**config.mk**
```make
export PLATFORM = sky130hd
export DESIGN_NAME = comparador_iterativo
export DESIGN_NICKNAME = d
export VERILOG_FILES = /design/src/rtl/comparador_iterativo.sv
export SDC_FILE = /design/constraint.sdc
export NUM_CORES = 1
export LEC_CHECK = 0
export CORE_MARGIN = 4
export CORE_UTILIZATION = 45
export DETAILED_ROUTE_END_ITERATION = 16
export DONT_BUFFER_PORTS = 1
export GPL_TIMING_DRIVEN = 0
export PLACE_DENSITY_LB_ADDON = 0.25
export SLEW_MARGIN = 20
export SYNTH_ARGS = -nofsm -noshare
export SYNTH_HDL_FRONTEND = slang
export SYNTH_SLANG_ARGS = --single-unit
```
**constraint.sdc**
```tcl
create_clock -name clk -period 2.1 [get_ports clk]
set_input_delay 0.42 -clock clk [delete_from_list [all_inputs] [get_ports clk]]
set_output_delay 0.42 -clock clk [all_outputs]
set_load 0.05 [all_outputs]
```
**src/rtl/comparador_iterativo.sv**
```systemverilog
// comparador_iterativo: multi-cycle magnitude comparator.
//
// Compares two WIDTH-bit operands CHUNK bits per cycle, most significant chunk first, and stops
// at the first chunk that differs. Signed or unsigned order is selected per operation.
// Result encoding is one-hot: 001 greater, 010 equal, 100 less; 000 only before the first result.
//
// Ports:
//   clk, rst_n         clock and asynchronous active-low reset
//   start              request, sampled only while in_ready is high
//   signed_mode        1 = two's-complement compare, 0 = unsigned; latched with the operands
//   input1, input2     operands A and B
//   clear_counts       synchronous clear of all event counters (wins over an increment)
//   in_ready           high while idle
//   done               one-cycle pulse when output_comparador holds a fresh result
//   output_comparador  one-hot result of A vs B, held until the next done
//   cnt_gt/eq/lt       saturating counts of each result kind
module comparador_iterativo #(
  parameter int unsigned WIDTH = 16,
  parameter int unsigned CHUNK = 4,
  parameter int unsigned CNT_W = 8
) (
  input  logic             clk,
  input  logic             rst_n,
  input  logic             start,
  input  logic             signed_mode,
  input  logic [WIDTH-1:0] input1,
  input  logic [WIDTH-1:0] input2,
  input  logic             clear_counts,
  output logic             in_ready,
  output logic             done,
  output logic [2:0]       output_comparador,
  output logic [CNT_W-1:0] cnt_gt,
  output logic [CNT_W-1:0] cnt_eq,
  output logic [CNT_W-1:0] cnt_lt
);

  localparam int unsigned NCHUNK = WIDTH / CHUNK;
  localparam int unsigned IdxW   = (NCHUNK > 1) ? $clog2(NCHUNK) : 1;
  localparam logic [IdxW-1:0] LastIdx = IdxW'(NCHUNK - 1);

  localparam logic [2:0] ResGt = 3'b001;
  localparam logic [2:0] ResEq = 3'b010;
  localparam logic [2:0] ResLt = 3'b100;

  typedef enum logic [1:0] {
    StIdle,
    StCompare,
    StDone
  } state_e;

  state_e           state_q, state_d;
  logic [WIDTH-1:0] a_q, a_d;
  logic [WIDTH-1:0] b_q, b_d;
  logic [IdxW-1:0]  idx_q, idx_d;
  logic [2:0]       res_q, res_d;
  logic [CNT_W-1:0] cnt_gt_q, cnt_gt_d;
  logic [CNT_W-1:0] cnt_eq_q, cnt_eq_d;
  logic [CNT_W-1:0] cnt_lt_q, cnt_lt_d;

  logic             finish;
  logic [WIDTH-1:0] sign_flip;
  logic [CHUNK-1:0] chunk_a;
  logic [CHUNK-1:0] chunk_b;

  // Flipping both MSBs maps two's-complement order onto unsigned order.
  assign sign_flip = {signed_mode, {(WIDTH - 1){1'b0}}};

  // Operands are shifted left after each equal chunk, so the current chunk is always on top.
  assign chunk_a = a_q[WIDTH-1 -: CHUNK];
  assign chunk_b = b_q[WIDTH-1 -: CHUNK];

  always_comb begin
    state_d = state_q;
    a_d     = a_q;
    b_d     = b_q;
    idx_d   = idx_q;
    res_d   = res_q;
    finish  = 1'b0;

    unique case (state_q)
      StIdle: begin
        if (start) begin
          a_d     = input1 ^ sign_flip;
          b_d     = input2 ^ sign_flip;
          idx_d   = '0;
          state_d = StCompare;
        end
      end
      StCompare: begin
        if (chunk_a > chunk_b) begin
          res_d  = ResGt;
          finish = 1'b1;
        end else if (chunk_a < chunk_b) begin
          res_d  = ResLt;
          finish = 1'b1;
        end else if (idx_q == LastIdx) begin
          res_d  = ResEq;
          finish = 1'b1;
        end else begin
          idx_d = idx_q + IdxW'(1);
          a_d   = a_q << CHUNK;
          b_d   = b_q << CHUNK;
        end
        if (finish) begin
          state_d = StDone;
        end
      end
      StDone: begin
        state_d = StIdle;
      end
      default: begin
        state_d = StIdle;
      end
    endcase
  end

  // Saturating counters; clear takes priority over a coincident increment.
  always_comb begin
    cnt_gt_d = cnt_gt_q;
    cnt_eq_d = cnt_eq_q;
    cnt_lt_d = cnt_lt_q;
    if (clear_counts) begin
      cnt_gt_d = '0;
      cnt_eq_d = '0;
      cnt_lt_d = '0;
    end else if (finish) begin
      if (res_d == ResGt && cnt_gt_q != '1) cnt_gt_d = cnt_gt_q + CNT_W'(1);
      if (res_d == ResEq && cnt_eq_q != '1) cnt_eq_d = cnt_eq_q + CNT_W'(1);
      if (res_d == ResLt && cnt_lt_q != '1) cnt_lt_d = cnt_lt_q + CNT_W'(1);
    end
  end

  always_ff @(posedge clk or negedge rst_n) begin
    if (!rst_n) begin
      state_q  <= StIdle;
      a_q      <= '0;
      b_q      <= '0;
      idx_q    <= '0;
      res_q    <= '0;
      cnt_gt_q <= '0;
      cnt_eq_q <= '0;
      cnt_lt_q <= '0;
    end else begin
      state_q  <= state_d;
      a_q      <= a_d;
      b_q      <= b_d;
      idx_q    <= idx_d;
      res_q    <= res_d;
      cnt_gt_q <= cnt_gt_d;
      cnt_eq_q <= cnt_eq_d;
      cnt_lt_q <= cnt_lt_d;
    end
  end

  assign in_ready          = (state_q == StIdle);
  assign done              = (state_q == StDone);
  assign output_comparador = res_q;
  assign cnt_gt            = cnt_gt_q;
  assign cnt_eq            = cnt_eq_q;
  assign cnt_lt            = cnt_lt_q;

endmodule

```
==> results of run 1 <==
worst max-delay path by stage:
stage | slack, ps | to | depth (start not counted)
floorplan | 10 | cnt_eq[5] | 6
global placement | -220 | b_q[2] | 8
detailed placement | -250 | a_q[0] | 8
CTS | 20 | cnt_gt[7] | 7
global route | -60 | cnt_lt[1] | 6
finish | 70 | cnt_lt[3] | 8
logic make-up after synthesis:
family / count (synthesis) / synth area share (%)
and+or+nand+nor: 115 / 18.0
DFF: 63 / 50.3
buffers and inverters: 24 / 3.47
muxes: 25 / 8.02
xor gates and xnor gates: 14 / 3.91
adders and majority gates: 8 / 3.19
AOI/OAI and AO/OA: 68 / 13.1
Yosys cell counts, types with 2 or more instances:
library cell                count
sky130_fd_sc_hd__nor3_1         3
sky130_fd_sc_hd__o21ai_1       17
sky130_fd_sc_hd__nand2b_1       3
sky130_fd_sc_hd__o41ai_1        2
sky130_fd_sc_hd__a21oi_1       12
sky130_fd_sc_hd__o21ai_0       20
sky130_fd_sc_hd__xnor2_1        9
sky130_fd_sc_hd__o211ai_1       3
sky130_fd_sc_hd__nand4_1        4
sky130_fd_sc_hd__dfrtp_1       63
sky130_fd_sc_hd__xor2_1         5
sky130_fd_sc_hd__nor4b_2        3
sky130_fd_sc_hd__nor2_1        26
sky130_fd_sc_hd__clkbuf_1       6
sky130_fd_sc_hd__inv_1          7
sky130_fd_sc_hd__buf_4          3
sky130_fd_sc_hd__nand2_1       48
sky130_fd_sc_hd__ha_1           8
sky130_fd_sc_hd__o31ai_1        3
sky130_fd_sc_hd__buf_1          2
sky130_fd_sc_hd__and3_1         2
sky130_fd_sc_hd__mux2i_1       24
sky130_fd_sc_hd__or3_1          2
sky130_fd_sc_hd__or4_1          5
sky130_fd_sc_hd__o21a_1         2
sky130_fd_sc_hd__nand3_1        6
sky130_fd_sc_hd__nor4_1         4
sky130_fd_sc_hd__buf_2          6
sky130_fd_sc_hd__and2_1         2
sky130_fd_sc_hd__o2111ai_1      3
where the power goes:
group	internal (uW)	switching (uW)
clock network	733	450
logic	790	1310
registers	1600	396
total	3130	2150
area by class of cell:
type,instances,area (um2),area share (%)
multi-input combinational,230,1540,42.2
timing repair buffer,5,60.1,1.65
tap,96,120,3.29
sequential,63,1580,43.4
clock inverter,3,65.1,1.78
clock buffer,13,159,4.35
buffer,17,96.3,2.64
inverter,7,26.3,0.720
metal layers:
metal	vias up	wire length [um]
li1	1151	-
met5	-	0
met2	56	3200
met1	1125	2960
met3	9	493
met4	0	82
sequential cells by signal, indices dropped and copies added (netlist names):
name	count
cnt_gt	8
cnt_lt	8
idx_q	2
b_q	16
output_comparador	3
a_q	16
cnt_eq	8
state_q	2
metrics by stage:
step           worst slack [ps]  hold WS (ps)
6_report                   70.7           148
5_1_grt                   -58.6           122
4_1_cts                    15.4           126
3_5_place_dp               -252           128
3_3_place_gp               -218           128
2_1_floorplan              10.7           124
worst max-delay path, cell delays in order (launching register included):
cell,delay [ps]
sky130_fd_sc_hd__dfrtp_1,390
sky130_fd_sc_hd__ha_1,320
sky130_fd_sc_hd__o21ai_1,210
sky130_fd_sc_hd__a21oi_4,80
sky130_fd_sc_hd__buf_4,160
sky130_fd_sc_hd__buf_2,200
sky130_fd_sc_hd__nor4_2,330
sky130_fd_sc_hd__xnor2_1,160
sky130_fd_sc_hd__nor2_1,50
repair_timing:
item                                   in CTS  in global routing
setup buffers                               1                  2
pin swaps                                   2                  4
endpoints found under the hold margin      63                  0
setup endpoints to repair                  49                 45
gates resized for setup                     9                 24
hold buffers                                2                  0
==> results.env, run 1 <==
LARGEST_NET_DEGREE_AT_THE_START_OF_GLOBAL_ROUTING=64
SYNTH-SEQ-CELLS=63
LAYOUT.CELLS.MOST_COMMON_LIST='sky130_fd_sc_hd__dfrtp_1 (57), sky130_fd_sc_hd__nand2_1 (47), sky130_fd_sc_hd__nor2_1 (25)'
DIE_HEIGHT_UM=91.5
LIBRARY_CELL_OCCUPYING_THE_MOST_AREA_IN_THE_POST_SYNTHESIS_NETLIST='sky130_fd_sc_hd__dfrtp_1'
VIAS=2341
CORE.ROWCOUNT=30
SYNTHTOPCELLSBYAREA='sky130_fd_sc_hd__dfrtp_1 (50%), sky130_fd_sc_hd__mux2i_1 (7.7%), sky130_fd_sc_hd__nand2_1 (5.7%), sky130_fd_sc_hd__ha_1 (3.2%), sky130_fd_sc_hd__o21ai_0 (3.2%)'
POST-PLACE-CELLS=413
HPWLAFTERDP_UM=4720
NUM_ANTENNA_CELLS=0
SYNTH_TOP_AREA_SHARE_PCT=50.3
SYN_AVG_CELL_AREA_UM2=9.89
SYNTH_EDF_COUNT=0
YS_DOMINANT_REG_CELL='sky130_fd_sc_hd__dfrtp_1'
DETAIL-ROUTE-ANTENNA-NETS=0
CTS-ROOT-BUF='sky130_fd_sc_hd__clkbuf_8'
SLEW_VIOLATIONS=0
WORST-PATH-MAX-FANOUT=10
DRIVE_GT1_SHARE_PCT=16.9
TOTALNEGATIVESETUPSLACK_PS=0
GRT_SETUP_UNREPAIRED='true'
WORSTSETUPSTARTPOINT='a_q[14]'
FP.DIEAREA_MM2=0.00836
MIN_PERIOD_PS=2030
POST-LAYOUT-TOTAL-POWER_uW=5280
WORSTREGTOREGCELLS=8
GRT_UTIL_MET2_PCT=26.4
GLOBAL_ROUTE.OVERFLOW_TOTAL=0
LAYOUT_COMMONEST_CELL='sky130_fd_sc_hd__dfrtp_1'
INSERTION_DELAY_PS=340
FINALNONFILLERCELLS=434
FMAXACHIEVABLE_GHz=0.493
COREAREA_MM2=0.00679
CAP_VIOLATIONS=0
FLOORPLAN.DIE.WIDTH_UM=91.5
CELLLEAKAGEPOWER_uW=0.00155
CLK_PATH_BUF_DEPTH=2
AREA_GROWTH_PCT=16.4
GRT_MOST_USED_LAYER='met2'
FINALCOREUTILIZATION_PCT=53.7
DRT_WL_TOTAL_UM=6740
GR-USAGE-ALL-LAYERS_PCT=16.7
H-TREE-DEPTH=3
HOLD_PATH.STARTPOINT='clear_counts'
FIRST_PASS_ITERS=4
VIA_PER_INST=5.39
TIGHTESTPINTRANSITION_PS=929
FINALHOLDVIOLATIONS=0
FLOORPLAN.INITIALDENSITY_PCT=46.1
CLKTRANSATPATHREGS_PS=70
WORSTREG2REGEND='cnt_lt[3]'
HOLDCRITPATHCLASS='in -> reg'
SINK_OF_THE_WORST_HOLD_PATH='cnt_eq[5]'
VIA_COUNT_OF_THE_FIRST_GLOBAL_ROUTING_PASS=2311
IOS=66
FILLERINSTANCES=611
WORST_IR_DROP_VDD_mV=0.615
WORST-ENDPOINT-REQUIRED_PS=2310
FINAL_CLOCK_PERIOD_UTILIZATION_BY_THE_WORST_PATH_PCT=96.6
POWER.DENSITY_CELL_AREA_mW_PER_MM2=1450
CP-END-KIND='flop'
REG2REG_FROM='a_q[14]'
GLOBALROUTEMET1UTIL_PCT=20.5
FINAL-SETUP-VIOL-COUNT=0
WIRE_PER_INST_UM=15.5
R2R_SLACK_PS=70
SYNTH_SEQUENTIAL_AREA_RATIO_PCT=50.3
YS_ASYNC_SR_FRACTION_PCT=100
GRTUSAGEMET3_PCT=7.54
CTS_INSERTED_BUFFERS=9
RESULT_OF_THE_RUN='completed'
CRITPATHKIND='reg -> reg'
GRT_ANTENNA_BEFORE_REPAIR=0
PLACE_CONGESTION=0.778
START_KIND='flop'
GRT_FIRST_PASS_WIRELENGTH_UM=11200
LIBRARY_CELLS_USED_BY_SYNTHESIS=44
FINALCLOCKSKEW_PS=12.0
DESIGN_AREA_MM2=0.00365
CLOCK_TREE_FROM_TRITONCTS='done'
DRT_DRC_VIOLATIONS_LEFT=0
CLOCK_SINKS=63
HOLDPATHSTAGES=1
SYNTHESIS.INSTANCES=317
NNETSFINAL=378
CP_DATA_ARRIVAL_TIME_PS=2240
IO_BUFFERS=0
YOSYSWARNINGS=0
WORST_RELATIVE_SLEW_SLACK_PCT=37.9
SYNTHESIS.AREA_MM2=0.00313
INITIALDRTVIOLATIONCOUNT=79
PLACEMENT.CELL_AREA_MM2=0.00326
SYN-NUM-NETS=362
Power figures use the tool's default switching activity.
==> run 2: changes to the inputs <==
- ABC_CLOCK_PERIOD_IN_PS: unset -> 2100
- CELL_PAD_IN_SITES_DETAIL_PLACEMENT: unset -> 1
- CELL_PAD_IN_SITES_GLOBAL_PLACEMENT: unset -> 2
- CORE_UTILIZATION: 45 -> 39
==> run 2 against run 1 <==
Flip-flop and latch count unchanged. Non-clock buffer count grew 7. Critical path depth down 2. Clock power increased by 14%.
==> results.env, run 2 (synthesis results as in run 1) <==
PLACEMENT.CELL_AREA_MM2=0.00326  # +0.23%
LAYOUT.CELLS.MOST_COMMON_LIST='sky130_fd_sc_hd__dfrtp_1 (53), sky130_fd_sc_hd__nand2_1 (47), sky130_fd_sc_hd__nor2_1 (25)'
LARGEST_NET_DEGREE_AT_THE_START_OF_GLOBAL_ROUTING=64  # unchanged
CLOCK_POWER_SHARE_PCT=23.6  # +1.2 points
MIN_PERIOD_PS=2070  # +40.7 ps
INITIALDRTVIOLATIONCOUNT=51  # -35%
CLK_PATH_BUF_DEPTH=2  # unchanged
LARGEST_DELAY_CONTRIBUTOR_FAMILY_ON_THE_CRITICAL_PATH='compound AO/OA/AOI/OAI gates'
DRT_WL_TOTAL_UM=8240  # +22%
FINAL_CLOCK_PERIOD_UTILIZATION_BY_THE_WORST_PATH_PCT=98.6  # +1.9 points
RESULT_OF_THE_RUN='completed'
PLACE_CONGESTION=0.774  # -0.55%
CTS-ROOT-BUF='sky130_fd_sc_hd__clkbuf_8'
CRITPATHKIND='reg -> reg'
GRT_FIRST_PASS_WIRELENGTH_UM=13600  # +22%
DESIGN_AREA_MM2=0.00384  # +5.1%
HOLDCRITPATHCLASS='in -> reg'
FP.DIEAREA_MM2=0.00953  # +14%
CP.BUFFERS_INVERTERS=0  # -2
VIA_PER_INST=5.49  # +1.8%
TIGHTESTPINTRANSITION_PS=930  # +1.04 ps
SLEW_VIOLATIONS=0  # unchanged
FINALCLOCKSKEW_PS=9.89  # -2.08 ps
CP_SLOWEST_CELL='sky130_fd_sc_hd__dfrtp_1'
FMAXACHIEVABLE_GHz=0.483  # -2.0%
POWER.COMBINATIONAL.FRACTION_PCT=40.8  # +1.1 points
GRT_SETUP_UNREPAIRED='true'
POWER_FRAC_SEQ_PCT=35.5  # -2.4 points
NUM_ANTENNA_CELLS=0  # unchanged
VIAS=2454  # +4.8%
START_KIND='flop'
CAP_VIOLATIONS=0  # unchanged
COREAREA_MM2=0.00777  # +14%
CRITICAL_PATH.MAX_STAGE_DELAY_PS=420  # +30 ps
POWER.DENSITY_CELL_AREA_mW_PER_MM2=1490  # +2.7%
CLOCK_TREE_FROM_TRITONCTS='done'
DRT_DRC_VIOLATIONS_LEFT=0  # unchanged
WIRE_PER_INST_UM=18.4  # +19%
NET_SWITCHING_uW=2370  # +9.8%
FLOORPLAN.INITIALDENSITY_PCT=40.4  # -5.8 points
CORE.ROWCOUNT=32  # +6.7%
FINAL_CRITICAL_PATH_SETUP_SLACK_PS=30.0  # -40.7 ps
IOS=66  # unchanged
DRIVE_GT1_SHARE_PCT=22.0  # +5.2 points
CP-END-KIND='flop'
LAYOUT_COMMONEST_CELL='sky130_fd_sc_hd__dfrtp_1'
DETAIL-ROUTE-ANTENNA-NETS=0  # unchanged
TOTALNEGATIVESETUPSLACK_PS=0  # unchanged
WORST_IR_DROP_VDD_mV=0.528  # -14%
CTS_INSERTED_BUFFERS=9  # unchanged
CP_DATA_ARRIVAL_TIME_PS=2340  # +100 ps
FINALHOLDVIOLATIONS=0  # unchanged
WORST-ENDPOINT-REQUIRED_PS=2370  # +60 ps
GRT_ANTENNA_BEFORE_REPAIR=0  # unchanged
GLOBAL_ROUTE.OVERFLOW_TOTAL=0  # unchanged
H-TREE-DEPTH=3  # unchanged
NNETSFINAL=385  # +1.9%
GR-USAGE-ALL-LAYERS_PCT=17.7  # +1.0 points
INSERTION_DELAY_PS=330  # about the same
VIA_COUNT_OF_THE_FIRST_GLOBAL_ROUTING_PASS=2599  # +12%
FIRST_PASS_ITERS=4  # unchanged
TOP_REGS='a_q x16, b_q x16'
CRIT_CHAIN='ha_4 -> nand4_1 -> a311oi_4 -> o211ai_1 -> or3_1 -> a21oi_2'
IO_BUFFERS=0  # unchanged
WORST_HOLD_SLACK_PS=123  # -25.3 ps
CELLLEAKAGEPOWER_uW=0.00159  # +2.4%
CELL_INTERNAL_PWR_uW=3340  # +6.8%
WORST_RELATIVE_SLEW_SLACK_PCT=37.9  # -0.070 points
POWER.SHARE.SWITCHING_PCT=41.5  # +0.67 points
FINAL-SETUP-VIOL-COUNT=0  # unchanged
DIE_HEIGHT_UM=97.6  # +6.8%
AREA_GROWTH_PCT=22.4
CLOCK_SINKS=63  # unchanged
FLOORPLAN.DIE.WIDTH_UM=97.6  # +6.8%
CLKTRANSATPATHREGS_PS=80  # about the same
POST-LAYOUT-TOTAL-POWER_uW=5700  # +8.0%
WORST-PATH-MAX-FANOUT=4  # -6
HPWLAFTERDP_UM=5450  # +15%
DP_WORST_SETUP_SLACK_PS=-231  # +21.4 ps
run 2: area by class of cell:
cell class | instances | area (um2)
Sequential cell | 63 | 1590
Inverter | 7 | 26.3
Tap cell | 102 | 128
Clock buffer | 10 | 138
Multi-Input combinational cell | 230 | 1620
Buffer | 17 | 106
Timing Repair Buffer | 12 | 113
Fill cell | 881 | 3930
Clock inverter | 6 | 115
run 2: path summary, 6_finish.rpt:
path | from | to | slack (ps) | cells past startpoint
max reg2reg | a_q[13] | cnt_eq[5] | 30 | 6
max | a_q[13] | cnt_eq[5] | 30 | 6
max in group asynchronous | rst_n | cnt_gt[0] | 1190 | 2
min in group asynchronous | rst_n | cnt_lt[5] | 610 | 2
min reg2reg | b_q[8] | b_q[8] | 480 | 2
min | clear_counts | cnt_eq[5] | 120 | 1
run 2: per-layer routing:
metal	part of all wire [%]	track usage, %	up-vias
li1	-	-	1163
met1	47	23.8	1239
met2	47	27.6	44
met3	5.1	5.38	8
met4	0.80	5.11	0
met5	0	0	-
run 2: timing repair:
action,CTS,global route
setup endpoints to repair,57,56
resized for setup,11,42
endpoints found under the hold margin,63,0
pin swaps,2,14
buffers inserted,3,8
hold buffers,2,0
run 2: worst reg2reg max path: stages, from the launching register on:
cell and delay [ps]:
sky130_fd_sc_hd__dfrtp_1 420, sky130_fd_sc_hd__ha_4 280, sky130_fd_sc_hd__nand4_1 240, sky130_fd_sc_hd__a311oi_4 350
sky130_fd_sc_hd__o211ai_1 210, sky130_fd_sc_hd__or3_1 400, sky130_fd_sc_hd__a21oi_2 120
run 2: stage by stage:
stage,std cells,util [%]
2_1_floorplan,317,-
3_3_place_gp,419,42.0
3_5_place_dp,419,42.0
4_1_cts,440,46.5
5_1_grt,447,49.4
6_report,447,49.4
run 2: power groups by stage:
stage | Sequential (uW) | Combinational, uW | Clock, uW
global route | 2080 | 2620 | 1450
detailed placement | 2030 | 1940 | 0
CTS | 2000 | 2070 | 1380
finish | 2030 | 2330 | 1350
global placement | 2000 | 1880 | 0
floorplan | 1950 | 1490 | 0
